===== src/rtl/if_stage.sv =====
// Instruction-fetch stage: holds the PC, issues one imem request at a time and
// drives the IF/ID register, with a one-entry skid for responses that arrive during a stall.
module if_stage #(
  parameter logic [31:0] RESET_PC = 32'h0000_0000,
  parameter logic [31:0] NOP_INST = 32'h0000_0013
) (
  input  logic        clk_i,
  input  logic        rst_i,
  input  logic        Stall_i,
  input  logic        Redirect_i,
  input  logic [31:0] RedirectPC_i,
  output logic        ImemReq_o,
  output logic [31:0] ImemAddr_o,
  input  logic        ImemAck_i,
  input  logic [31:0] ImemRdata_i,
  output logic [31:0] Inst_o,
  output logic [31:0] PC_o,
  output logic        Valid_o
);

  typedef enum logic [1:0] {StIssue, StWait, StHold} state_e;

  state_e      state_q, state_d;
  logic [31:0] pc_q, pc_d;
  logic        kill_q, kill_d;
  logic [31:0] skid_q, skid_d;
  logic        req_q, req_d;
  logic [31:0] addr_q, addr_d;
  logic [31:0] inst_q, inst_d;
  logic [31:0] pc_out_q, pc_out_d;
  logic        valid_q, valid_d;
  logic        idif_free;

  assign idif_free = !Stall_i || !valid_q;

  always_comb begin
    state_d  = state_q;
    pc_d     = pc_q;
    kill_d   = kill_q;
    skid_d   = skid_q;
    inst_d   = inst_q;
    pc_out_d = pc_out_q;
    valid_d  = valid_q;

    // IF/ID drains whenever decode accepts; a load below overrides this.
    if (!Stall_i) begin
      valid_d = 1'b0;
      inst_d  = NOP_INST;
    end

    unique case (state_q)
      StIssue: begin
        // req_q is low only in the first cycle after reset, when nothing has gone out yet.
        if (req_q) state_d = StWait;
      end
      StWait: begin
        if (ImemAck_i) begin
          if (kill_q) begin
            kill_d  = 1'b0;
            state_d = StIssue;
          end else if (idif_free) begin
            inst_d   = ImemRdata_i;
            pc_out_d = pc_q;
            valid_d  = 1'b1;
            pc_d     = pc_q + 32'd4;
            state_d  = StIssue;
          end else begin
            skid_d  = ImemRdata_i;
            state_d = StHold;
          end
        end
      end
      StHold: begin
        // pc_q is frozen in HOLD, so it is the PC of the skid word.
        if (!Stall_i) begin
          inst_d   = skid_q;
          pc_out_d = pc_q;
          valid_d  = 1'b1;
          pc_d     = pc_q + 32'd4;
          state_d  = StIssue;
        end
      end
      default: state_d = StIssue;
    endcase

    if (Redirect_i) begin
      pc_d    = RedirectPC_i & 32'hFFFF_FFFC;
      valid_d = 1'b0;
      inst_d  = NOP_INST;
      unique case (state_q)
        StIssue: begin
          if (req_q) begin
            kill_d  = 1'b1;
            state_d = StWait;
          end
        end
        StWait: begin
          if (ImemAck_i) begin
            kill_d  = 1'b0;
            state_d = StIssue;
          end else begin
            kill_d  = 1'b1;
            state_d = StWait;
          end
        end
        default: state_d = StIssue;
      endcase
    end

    req_d  = (state_d == StIssue);
    addr_d = req_d ? pc_d : 32'd0;
  end

  always_ff @(posedge clk_i) begin
    if (rst_i) begin
      state_q  <= StIssue;
      pc_q     <= RESET_PC;
      kill_q   <= 1'b0;
      skid_q   <= 32'd0;
      req_q    <= 1'b0;
      addr_q   <= 32'd0;
      inst_q   <= NOP_INST;
      pc_out_q <= 32'd0;
      valid_q  <= 1'b0;
    end else begin
      state_q  <= state_d;
      pc_q     <= pc_d;
      kill_q   <= kill_d;
      skid_q   <= skid_d;
      req_q    <= req_d;
      addr_q   <= addr_d;
      inst_q   <= inst_d;
      pc_out_q <= pc_out_d;
      valid_q  <= valid_d;
    end
  end

  assign ImemReq_o  = req_q;
  assign ImemAddr_o = addr_q;
  assign Inst_o     = inst_q;
  assign PC_o       = pc_out_q;
  assign Valid_o    = valid_q;

endmodule


===== config.mk =====
export PLATFORM = sky130hd
export DESIGN_NAME = if_stage
export DESIGN_NICKNAME = d
export VERILOG_FILES = /design/src/rtl/if_stage.sv
export SDC_FILE = /design/constraint.sdc
export NUM_CORES = 1
export LEC_CHECK = 0
export CORE_UTILIZATION = 35
export DETAILED_ROUTE_END_ITERATION = 12
export PLACE_DENSITY = 0.65
export SYNTH_ARGS = -nofsm -noshare
export SYNTH_HDL_FRONTEND = slang
export SYNTH_SLANG_ARGS = --single-unit

===== constraint.sdc =====
create_clock -name clk_i -period 2.72 [get_ports clk_i]
set_input_delay 0.408 -clock clk_i [delete_from_list [all_inputs] [get_ports clk_i]]
set_output_delay 0.408 -clock clk_i [all_outputs]
set_load 0.02 [all_outputs]

==> flow_summary.json <==
{
  "synth_common_cells": "nand2_1, dfxtp_1, a21oi_1",
  "clock_path_buffers": 2,
  "syn_to_final_growth_pct": 38.1,
  "synth_nets": 984,
  "yosysTopAreaCellShare": 0.450,
  "synthTopCellsByArea": "dfxtp_1, nand2_1, a21oi_1",
  "crit_arrival_ns": 2.86,
  "wl_met1_um": 10500,
  "path_max_fanout": 9,
  "criticalPathCategory": "reg2reg",
  "cp_data_required_time_ns": 3.06,
  "yosys_warnings": 0,
  "htreeDepth": 4,
  "drt_pass1_iterations": 5,
  "r2r_slack_ns": 0.20,
  "hold_class": "in2reg",
  "timing.final.crit_share": 0.925,
  "worst_skew_pair.late_latency_ns": 0.43,
  "finalInstanceArea_um2": 10100,
  "grt-ovfl-total": 0,
  "outcome": "finished clean",
  "row_count": 52,
  "grt_antenna_before_repair": 0,
  "vias_per_cell": 5.35,
  "hold_viol_final": 0,
  "async_flop_share": 0,
  "maxCapViolations": 0,
  "drive_above_1_share": 0.109,
  "numPortBuffers": 164,
  "cts_hold_buf": 0,
  "worst_pin_slew_ns": 0.714,
  "yosysMostFrequentCell": "nand2_1",
  "diodes": 0,
  "highest_layer": "met4",
  "cts.repair.resized": 0,
  "finalWirelength_um": 23800,
  "wl_per_cell_um": 17.4,
  "dp_cells": 1337,
  "coreArea_um2": 20400,
  "cts_tree": "yes",
  "numClockSinks": 165,
  "placed_area_um2": 9550,
  "grt_use_total": 0.223,
  "cts_root_buffer": "clkbuf_16",
  "first_global_vias": 6918,
  "vdd_drop_max_uv": 442,
  "slowest_delay_ns": 0.59,
  "final_util": 0.497,
  "slew_viol_final": 0,
  "gp_congestion": 0.914,
  "synth_edf_count": 0,
  "cp_cell_sequence": "inv_1 -> ha_2 -> inv_1 -> buf_4 -> a221oi_1 -> buf_4 -> nand2_1 -> o21ai_0 -> mux2i_1 -> nor3_1",
  "pin_count": 167,
  "path_buf_inv": 4,
  "postCtsSetupBuffers": 0,
  "stdcell_count": 1369,
  "nets": 1160,
  "min_period_ns": 2.52,
  "wl_met3_um": 1700,
  "relSlewSlack": 0.524,
  "start_util": 0.360,
  "grt_max_degree": 40,
  "wl_met2_um": 11200,
  "die-area_um2": 21500,
  "grt_pass1_wl_um": 37800,
  "drc": 0,
  "synth_ff_type": "dfxtp_1",
  "clkTransAtPathRegs_ns": 0.06,
  "ys_seq_area_frac": 0.450,
  "die_w_um": 147,
  "leakage_nw": 3.56,
  "cts_buffers": 17,
  "slowest_stage": "a221oi_1",
  "skew_ns": 0.0111,
  "power_density_nw_per_um2": 703,
  "critPathCaptureType": "register",
  "synth_cell_type_count": 69,
  "first_iter_violations": 416,
  "die_height_um": 147,
  "num_vias": 7327,
  "post-synth-top-area-cell": "dfxtp_1",
  "drtAntennaViolNets": 0,
  "crit_family": "compound AO/OA/AOI/OAI gates",
  "rsz0062_at_grt": "false",
  "netlist_area_um2": 7330,
  "ys_seq_elements": 165,
  "setup_viol": 0,
  "dp_hpwl_um": 16500,
  "netlist_instances": 910,
  "avgSynthCellArea_um2": 8.06,
  "start_kind": "register",
  "fmax_ghz": 0.397
}
## cell type report
| type | instances | area (µm²) |
|---|---|---|
| fillers | 2060 | 10200 |
| multi-input cells | 657 | 3660 |
| well taps | 270 | 338 |
| flip-flops and latches | 165 | 3300 |
| clock buffers | 21 | 450 |
| inverters | 14 | 52.6 |
| repair buffers | 231 | 2190 |
| clock inverters | 11 | 125 |
## kinds of logic after synthesis
group,Yosys count,synth area share
buf+inv,88,0.0531
mux,6,0.00819
flops,165,0.450
fa+ha+maj,5,0.00853
simple gates,383,0.247
compound gates,259,0.228
xor+xnor,4,0.00478
## path summary, 6_finish.rpt
check / start / endpoint / cells past startpoint
setup / recovery: state_q[0]$_SDFF_PP0_ / ImemAddr_o[4]$_SDFF_PP0_ / 10
hold / removal: rst_i / pc_q[4]$_SDFF_PP0_ / 2
setup reg to reg: state_q[0]$_SDFF_PP0_ / ImemAddr_o[4]$_SDFF_PP0_ / 10
hold reg to reg: pc_q[0]$_SDFF_PP0_ / PC_o[0]$_SDFFE_PP0P_ / 2
## power by group
group          switching (mW)  internal [mW]  total, mW
clock                    1.01           1.38       2.39
combinational            1.18          0.814       2.00
sequential              0.139           2.59       2.73
## layer usage
metal | track usage | vias up
met3 | 0.0559 | 35
met4 | 0.0693 | 0
met5 | 0 | -
met1 | 0.293 | 3452
met2 | 0.358 | 267
li1 | - | 3573
## worst reg2reg max path: cells and delay by family, from the launching register on
| family | cells | cell delay (ns) |
|---|---|---|
| multiplexers | 1 | 0.12 |
| AND/OR/NAND/NOR | 2 | 0.20 |
| flip-flops | 1 | 0.38 |
| AO/OA/AOI/OAI | 2 | 0.73 |
| adder cells (fa/ha/maj) | 1 | 0.40 |
| buffers and inverters | 4 | 0.61 |
## per-stage QoR
stage	worst slack (ns)	hold WS, ns	total power, mW	TNS (ns)
2_1_floorplan	0.439	0.427	3.82	0
3_3_place_gp	-0.00447	0.435	4.77	-0.00447
3_5_place_dp	0.0125	0.438	4.79	0
4_1_cts	0.229	0.324	7.18	0
5_1_grt	0.0311	0.348	7.47	0
6_report	0.203	0.346	7.11	0
## flip-flops by register name, indices dropped and copies added (netlist names)
name        flops
PC_o           32
skid_q         32
Valid_o         1
kill_q          1
ImemReq_o       1
ImemAddr_o     32
Inst_o         32
pc_q           32
state_q         2
## placed cells by master (no fill, tap or decap), drive strengths merged, types with 3 or more instances in the layout
cell / n
nor2: 65
or2: 5
a221o: 4
a221oi: 4
and2: 5
clkdlybuf4s50: 163
or4: 3
nor2b: 25
a2111oi: 3
buf: 68
nand2b: 3
inv: 15
nor4: 9
nor3b: 4
o211ai: 5
mux2i: 6
nand4: 11
clkinv: 6
o21ai: 42
a311oi: 5
a31oi: 8
o31ai: 3
nand3: 23
ha: 5
or3: 6
dfxtp: 165
a22oi: 33
nand2: 178
a21oi: 99
a22o: 31
and4: 3
clkbuf: 21
a211oi: 3
nor3: 23
and3: 13
o22ai: 4
(Power assumes the default switching activity.)
